`config.mk`:
```
export PLATFORM = sky130hd
export DESIGN_NAME = quad_step_decoder
export DESIGN_NICKNAME = d
export VERILOG_FILES = /design/src/rtl/quad_pkg.sv /design/src/rtl/quad_input_filter.sv /design/src/rtl/quad_step_decoder.sv
export SDC_FILE = /design/constraint.sdc
export NUM_CORES = 1
export LEC_CHECK = 0
export CAP_MARGIN = 0
export CORE_ASPECT_RATIO = 1.5
export CORE_MARGIN = 2
export CORE_UTILIZATION = 40
export CTS_CLUSTER_DIAMETER = 100
export DETAILED_ROUTE_END_ITERATION = 10
export SLEW_MARGIN = 15
export SYNTH_ARGS = -nofsm -noshare
export SYNTH_HDL_FRONTEND = slang
export SYNTH_SLANG_ARGS = --single-unit
```
`constraint.sdc`:
```
create_clock -name clk -period 4.1 [get_ports clk]
set_input_delay 0.82 -clock clk [delete_from_list [all_inputs] [get_ports clk]]
set_output_delay 0.82 -clock clk [all_outputs]
set_load 0.1 [all_outputs]
```
`src/rtl/quad_pkg.sv`:
```
// rtl/quad_pkg.sv - shared state encoding, defaults and sequence helpers for the quadrature decoder
package quad_pkg;

    localparam int FILTER_LEN_DEF = 3;
    localparam int CNT_W_DEF      = 8;

    typedef enum logic [1:0] {
        S00 = 2'b00,
        S01 = 2'b01,
        S11 = 2'b11,
        S10 = 2'b10
    } quad_state_t;

    // Forward rotation S00->S01->S11->S10->S00 counts up.
    function automatic quad_state_t next_up(input quad_state_t s);
        case (s)
            S00:     next_up = S01;
            S01:     next_up = S11;
            S11:     next_up = S10;
            default: next_up = S00;
        endcase
    endfunction

    function automatic quad_state_t next_dn(input quad_state_t s);
        case (s)
            S00:     next_dn = S10;
            S10:     next_dn = S11;
            S11:     next_dn = S01;
            default: next_dn = S00;
        endcase
    endfunction

endpackage

```
`src/rtl/quad_input_filter.sv`:
```
// rtl/quad_input_filter.sv - one-bit synchronizer plus stability filter for a quadrature phase
module quad_input_filter
    import quad_pkg::*;
#(
    parameter int FILTER_LEN = FILTER_LEN_DEF
) (
    input  logic clk,
    input  logic rst,
    input  logic i_pin,
    output logic o_level,
    output logic o_valid
);

    localparam logic [3:0] LIM      = 4'(FILTER_LEN - 1);
    localparam logic [4:0] SETTLE_V = 5'(FILTER_LEN + 2);

    logic       r_sync1;
    logic       r_sync2;
    logic       r_level;
    logic [3:0] r_cnt;
    logic [4:0] r_settle;

    // r_settle marks when a level present at reset release has had time to be accepted.
    always_ff @(posedge clk or posedge rst) begin
        if (rst) begin
            r_sync1  <= 1'b0;
            r_sync2  <= 1'b0;
            r_level  <= 1'b0;
            r_cnt    <= 4'd0;
            r_settle <= 5'd0;
        end else begin
            r_sync1 <= i_pin;
            r_sync2 <= r_sync1;
            if (r_settle != SETTLE_V) begin
                r_settle <= r_settle + 5'd1;
            end
            if (r_sync2 != r_level) begin
                if (r_cnt == LIM) begin
                    r_level <= r_sync2;
                    r_cnt   <= 4'd0;
                end else begin
                    r_cnt <= r_cnt + 4'd1;
                end
            end else begin
                r_cnt <= 4'd0;
            end
        end
    end

    assign o_level = r_level;
    assign o_valid = (r_settle == SETTLE_V);

endmodule

```
`src/rtl/quad_step_decoder.sv`:
```
// rtl/quad_step_decoder.sv - filtered quadrature decoder with step pulse, direction, position count and error flag
module quad_step_decoder
    import quad_pkg::*;
#(
    parameter int FILTER_LEN = FILTER_LEN_DEF,
    parameter int CNT_W      = CNT_W_DEF
) (
    input  logic             clk,
    input  logic             rst,
    input  logic             quad_a,
    input  logic             quad_b,
    input  logic             en,
    input  logic             clr,
    output logic             step,
    output logic             dir,
    output logic [CNT_W-1:0] count,
    output logic             err
);

    logic w_a;
    logic w_b;
    logic w_va;
    logic w_vb;
    logic [1:0] w_pair;
    logic [1:0] w_up_pair;
    logic [1:0] w_dn_pair;

    quad_state_t      r_state;
    logic             r_init;
    logic             r_step;
    logic             r_dir;
    logic [CNT_W-1:0] r_count;
    logic             r_err;

    quad_state_t      w_state_nxt;
    logic             w_init_nxt;
    logic             w_step_nxt;
    logic             w_dir_nxt;
    logic [CNT_W-1:0] w_count_nxt;
    logic             w_err_nxt;

    quad_input_filter #(.FILTER_LEN(FILTER_LEN)) u_filt_a (
        .clk     (clk),
        .rst     (rst),
        .i_pin   (quad_a),
        .o_level (w_a),
        .o_valid (w_va)
    );

    quad_input_filter #(.FILTER_LEN(FILTER_LEN)) u_filt_b (
        .clk     (clk),
        .rst     (rst),
        .i_pin   (quad_b),
        .o_level (w_b),
        .o_valid (w_vb)
    );

    assign w_pair    = {w_a, w_b};
    assign w_up_pair = next_up(r_state);
    assign w_dn_pair = next_dn(r_state);

    always_ff @(posedge clk or posedge rst) begin
        if (rst) begin
            r_state <= S00;
            r_init  <= 1'b0;
            r_step  <= 1'b0;
            r_dir   <= 1'b0;
            r_count <= '0;
            r_err   <= 1'b0;
        end else begin
            r_state <= w_state_nxt;
            r_init  <= w_init_nxt;
            r_step  <= w_step_nxt;
            r_dir   <= w_dir_nxt;
            r_count <= w_count_nxt;
            r_err   <= w_err_nxt;
        end
    end

    // The state always follows the accepted pair; en only gates the visible step/count effects.
    always_comb begin
        w_state_nxt = r_state;
        w_init_nxt  = r_init;
        w_step_nxt  = 1'b0;
        w_dir_nxt   = r_dir;
        w_count_nxt = r_count;
        w_err_nxt   = r_err;
        if (!r_init) begin
            if (w_va && w_vb) begin
                w_state_nxt = quad_state_t'(w_pair);
                w_init_nxt  = 1'b1;
            end
        end else if (w_pair != r_state) begin
            w_state_nxt = quad_state_t'(w_pair);
            if (w_pair == w_up_pair) begin
                if (en) begin
                    w_step_nxt  = 1'b1;
                    w_dir_nxt   = 1'b1;
                    w_count_nxt = r_count + CNT_W'(1);
                end
            end else if (w_pair == w_dn_pair) begin
                if (en) begin
                    w_step_nxt  = 1'b1;
                    w_dir_nxt   = 1'b0;
                    w_count_nxt = r_count - CNT_W'(1);
                end
            end else begin
                w_err_nxt = 1'b1;
            end
        end
        if (clr) begin
            w_count_nxt = '0;
            w_err_nxt   = 1'b0;
        end
    end

    assign step  = r_step;
    assign dir   = r_dir;
    assign count = r_count;
    assign err   = r_err;

endmodule

```
## Yosys cells after proc, flatten, opt, wreduce, memory -nomap -nowiden

Cells that the tools add are included.

| operators by class | value |
|---|---|
| add/subtract/negate cells | 6 |
| muxes and demuxes | 32 |
| eq/ne operators | 21 |
| reduce and logical (&&, ||, !) cells | 13 |

Operators by type and width:

| operator | count |
|---|---|
| 8-bit 2-to-1 mux | 7 |
| 1-bit 2-to-1 mux | 16 |
| 4-bit 2-to-1 mux | 4 |
| 2-bit case mux with 3 select lines | 2 |
| 5-bit by 1-bit adder with 5-bit output, second input constant | 2 |
| 5-bit by 3-bit equality test with 1-bit output, second input constant | 2 |
| 5-bit by 3-bit != test with 1-bit output, second input constant | 2 |
| 5-bit AND reduction | 2 |
| 4-bit by 1-bit adder with 4-bit output, second input constant | 2 |
| 8-bit by 1-bit adder with 8-bit output, second input constant | 1 |
| 4-bit by 2-bit equality test with 1-bit output, second input constant | 2 |
| 2-bit != test, second input constant | 4 |
| 2-bit nonzero test | 4 |
| 8-bit by 1-bit subtractor with 8-bit output, second input constant | 1 |
| 2-bit 2-to-1 mux | 3 |
| 3-bit != test, second input constant | 2 |
| 2-bit AND reduction | 3 |
| 2-bit equality test | 2 |
| 2-bit equality test, second input constant | 2 |
| 4-bit AND reduction | 1 |
| 3-bit nonzero test | 1 |
| 2-bit by 1-bit equality test with 1-bit output, second input constant | 1 |
| 2-bit logical NOT | 1 |
| 1-bit != test | 2 |
| other kinds (3) | 3 |

| storage, ports and cells | value |
|---|---|
| word-level logic and storage cells | 88 |
| register bits after elaboration | 38 |
| output and inout bits | 11 |
| input port bits | 6 |

## Logic depth before layout (Yosys ltp)

| depth | value |
|---|---|
| depth after elaboration | 8 |
| mapped depth | 9 |
| depth with buffers taken out | 9 |

## Hierarchy

Synthesis repeated with hierarchy kept, for this count alone.

| unflattened totals | value |
|---|---|
| cells, all modules | 180 |
| area, all modules | 1926.8 µm² |

Modules (own cells, without submodules):

| module | instances | area each (µm²) | cells each | seq. area each (µm²) |
|---|---|---|---|---|
| quad_input_filter | 2 | 523.0 | 45 | 300.3 |
| quad_step_decoder | 1 | 880.8 | 90 | 350.3 |

## Worst setup path before layout

Ideal clock, no wire load.

| path | value |
|---|---|
| path type | register -> register |
| start | register r_count[2] (netlist: count[2]) |
| end | register r_count[7] (netlist: count[7]) |
| arrival time | 2.430 ns |
| library setup time | 0.128 ns |
| stages on the path, launching flop included | 7 |
| required time | 3.972 ns |
| period minus slack after synthesis | 2.558 ns |
| buffers on the path | 0 |
| slack | 1.542 ns |
| path through | dfrtp_1 -> ha_1 -> a21oi_1 -> a211oi_1 -> or3_1 -> a21boi_1 -> mux2_1 |

| between the ends | value |
|---|---|
| longest elaborated chain between the ends | 7 |
| elaborated cells between the ends (all ways) | 9 |
| classes of those cells | add/sub (2); mux (7) |

Ends and longest elaborated chain:

| element | line | source |
|---|---|---|
| start, declared | quad_step_decoder.sv:32 | `logic [CNT_W-1:0] r_count;` |
| start signal, assigned | quad_step_decoder.sv:75 | `r_count <= w_count_nxt;` |
| 8-bit by 1-bit subtractor with 8-bit output | quad_step_decoder.sv:105 | `w_count_nxt = r_count - CNT_W'(1);` |
| 8-bit 2-to-1 mux | quad_step_decoder.sv:102 | `if (en) begin` |
| 8-bit 2-to-1 mux | quad_step_decoder.sv:101 | `end else if (w_pair == w_dn_pair) begin` |
| 8-bit 2-to-1 mux * | quad_step_decoder.sv:95 | `if (w_pair == w_up_pair) begin` |
| 8-bit 2-to-1 mux * | quad_step_decoder.sv:93 | `end else if (w_pair != r_state) begin` |
| 8-bit 2-to-1 mux * | quad_step_decoder.sv:88 | `if (!r_init) begin` |
| 8-bit 2-to-1 mux * | quad_step_decoder.sv:111 | `if (clr) begin` |

Every way passes the cells marked *; elsewhere a longest branch is shown, timed or not. The select of a mux whose other input is x is not followed.
A chain may end at the register's enable or synchronous reset.

## Worst setup path after layout

| path | value |
|---|---|
| start | register r_count[0] (netlist: count[0]) |
| end | output count[0] |

RTL lines:

| element | line | source |
|---|---|---|
| end, declared | quad_step_decoder.sv:16 | `output logic [CNT_W-1:0] count,` |

No word-level cell between the ends.

==> impl_metrics.yaml <==
status:
  outcome: "completed"
cts:
  cts.sinks: 38
  numCtsBuffers: 5
  hold_buffers: 0
  cts_tree: "yes"
  cts_setup_buffers: 0
  h-tree-depth: 2
  cts_resized: 0
  path_clk_slew_ns: 0.07
  clk_latency_ns: 0.29
  cts-root-buf: "clkbuf_8"
  clock_path_buffers: 2
cells_and_area:
  finalNonFillerCells: 260
  fillers: 433
  drive_gt1_share_pct: 4.59
  most-common-layout-cells: "dfrtp_1, nor2_1, clkdlybuf4s50_1"
  diodes: 0
  design_area_um2: 2220
  syn_to_final_growth_pct: 16.6
  layout_commonest_cell: "dfrtp_1"
  layout.nets: 217
sta:
  setup_ws_ns: 1.40
  finalSetupTns_ns: 0
  post-route-period-util_pct: 65.8
  clock_skew_ns: 0.0122
  worst_pin_slew_ns: 0.971
  slew_headroom_pct: 35.1
  max_freq_ghz: 0.371
  setup_violations: 0
  report.final.slew_viol_count: 0
  rsz0062_at_grt: "no"
  min_period_ns: 2.70
  hold_viol: 0
critical_path:
  crit_chain: "clkdlybuf4s50_1"
  critPathMaxStageDelay_ns: 1.17
  reg2reg_slack_ns: 1.42
  crit_buf_inv: 1
  cp-start-kind: "flip-flop"
  worstReg2RegEnd: "count[7]$_DFFE_PP0P_"
  critPathCaptureType: "primary output"
  rr_startpoint: "u_filt_a.o_level$_DFFE_PP0P_"
  path_delay_family: "buffers and inverters"
  critical_path_class: "flip-flop to primary output"
  cpMaxStageDelayCell: "clkdlybuf4s50_1"
  crit_fanout: 4
  crit_arrival_ns: 1.88
  required_ns: 3.28
  ff2ff_path_depth: 9
place:
  hpwl_um: 2480
  portBuffers: 16
  gp_congestion: 0.815
  dp_cells: 253
  dp_slack_ns: 1.40
  place_area_um2: 2140
grt:
  grt_usage_pct: 14.6
  grt_max_degree: 39
  grt_pass1_vias: 1407
  grt-ovfl-total: 0
  antenna_found_initial: 0
  grt_pass1_wl_um: 5910
die:
  dieHeight_um: 88.5
  io_pins: 17
  start_util_pct: 41.9
  die-area_um2: 5340
  die_w_um: 60.3
  coreArea_um2: 4540
  rows: 30
power_and_ir_drop:
  combinationalPowerShare_pct: 56.9
  p_sw_share_pct: 46.8
  p_leak_nw: 0.963
  power.density_nw_per_um2: 796
  ir_drop_mv: 0.227
  p_sw_uw: 827
  power_frac_clock_pct: 13.6
  p_int_uw: 942
  seq_power_share_pct: 29.5
synth:
  yosys_warnings: 0
  synthCells: 174
  syn_nets: 195
  netlist_area_um2: 1900
  syn_avg_cell_area_um2: 10.9
  seq_area_frac_synth_pct: 49.9
  synth-seq-cells: 38
  synthDistinctLibCells: 32
drt:
  wl_met3_um: 111
  num_vias: 1288
  highest_layer: "met4"
  avgRoutedWirePerCell_um: 12.9
  dr.pass1.iters: 3
  drc: 0
  drt_iter0_markers: 46
  drt_wl_total_um: 3340
  wl_met1_um: 1310
  drtAntennaViolNets: 0
  routed-wl-met2_um: 1870
  routed_via_density: 4.95
hold_path:
  hold_depth: 0
  hold_path_end: "u_filt_a.r_sync2$_DFF_PP0_"
  hp-class: "flip-flop to flip-flop"
  hold_start: "u_filt_a.r_sync1$_DFF_PP0_"
flow_run:
  drv_cap: 0
==> metrics by stage <==
stage / power, mW / util [%] / hold WS, ns
after global placement: 1.52 / 47.1 / 0.333
after global routing: 1.93 / 48.9 / 0.367
after detailed placement: 1.55 / 47.1 / 0.336
after floorplan: 1.35 / - / 0.331
after CTS: 1.80 / 48.9 / 0.353
final: 1.77 / 48.9 / 0.349
==> worst max-delay path by stage <==
stage | startpoint | endpoint | depth (start not counted)
after floorplan | count[2]$_DFFE_PP0P_ | count[7]$_DFFE_PP0P_ | 6
after global placement | u_filt_a.o_level$_DFFE_PP0P_ | count[7]$_DFFE_PP0P_ | 9
after detailed placement | u_filt_a.o_level$_DFFE_PP0P_ | count[7]$_DFFE_PP0P_ | 9
after CTS | u_filt_a.o_level$_DFFE_PP0P_ | count[7]$_DFFE_PP0P_ | 9
after global routing | u_filt_a.o_level$_DFFE_PP0P_ | count[7]$_DFFE_PP0P_ | 9
final | count[0]$_DFFE_PP0P_ | count[0] | 1
==> worst register-to-register path, delay by kind of cell, from the launching register on <==
family	cells	cell delay, ns
and+or+nand+nor	2	0.57
muxes	1	0.32
DFF	1	0.44
xor gates and xnor gates	1	0.16
buffers and inverters	1	0.19
adders and majority gates	1	0.36
AOI/OAI and AO/OA	3	0.53
==> final cells by class <==
class                           instances  area [um^2]  share of cell area, %
Sequential cell                        38          951                   42.8
Tap cell                               64         80.1                   3.61
Multi-Input combinational cell        123          901                   40.6
Clock inverter                          1         7.51                  0.338
Inverter                               11         41.3                   1.86
Clock buffer                            6         72.6                   3.27
Timing Repair Buffer                   17          168                   7.55
==> kinds of logic (layout without fill, tap and decap cells) <==
kind of cell             count (synthesis)  after routing  synth area share (%)
adder cells (fa/ha/maj)                 15             15                  10.2
AO/OA/AOI/OAI                           23             23                  7.95
AND/OR/NAND/NOR                         54             54                  14.0
XOR/XNOR                                23             23                  10.6
multiplexers                             8              8                  4.53
buffers and inverters                   13             35                  2.76
flip-flops                              38             38                  49.9
==> per-layer routing <==
metal	GRT usage [%]	up-vias
met3	3.51	6
met5	0	-
met1	15.9	640
li1	-	624
met2	27.1	18
met4	4.85	0
==> synthesized netlist by cell type <==
cell type	n	area share (%)
inv_1	11	2.2
a21boi_1	1	0.39
mux2i_1	3	1.6
o21ai_0	3	0.79
o31a_1	1	0.46
o211ai_1	1	0.39
nor2_2	1	0.33
xor2_1	10	4.6
nor2b_1	3	0.99
fa_1	1	1.1
a21oi_1	8	2.1
o21ai_1	2	0.53
a31o_1	1	0.46
nor2_1	24	4.7
nand2_1	12	2.4
xnor2_1	13	6.0
a211oi_1	1	0.39
nor3b_1	1	0.39
mux2_1	5	3.0
or3_1	1	0.33
ha_1	14	9.2
o21ba_1	1	0.53
clkbuf_1	1	0.20
nand3_1	7	1.8
or4b_1	1	0.53
a211oi_2	1	0.66
nand4bb_1	2	1.2
o21a_1	2	0.79
dfrtp_1	38	50
buf_4	1	0.39
and4bb_1	2	1.3
o311ai_1	1	0.46
==> registers in the layout, summed over array words and instances (netlist names), 2 cells and up <==
signal	count
u_filt_a.r_settle	5
count	8
u_filt_b.r_cnt	4
u_filt_a.r_cnt	4
u_filt_b.r_settle	5
r_state	2
==> power by group through the flow <==
stage / registers (mW) / logic, mW / clock network, mW
2_1_floorplan: 0.734 / 0.619 / 0
3_3_place_gp: 0.525 / 0.992 / 0
3_5_place_dp: 0.533 / 1.02 / 0
4_1_cts: 0.525 / 1.02 / 0.249
5_1_grt: 0.536 / 1.12 / 0.267
6_report: 0.522 / 1.01 / 0.240
(Power assumes the default switching activity.)
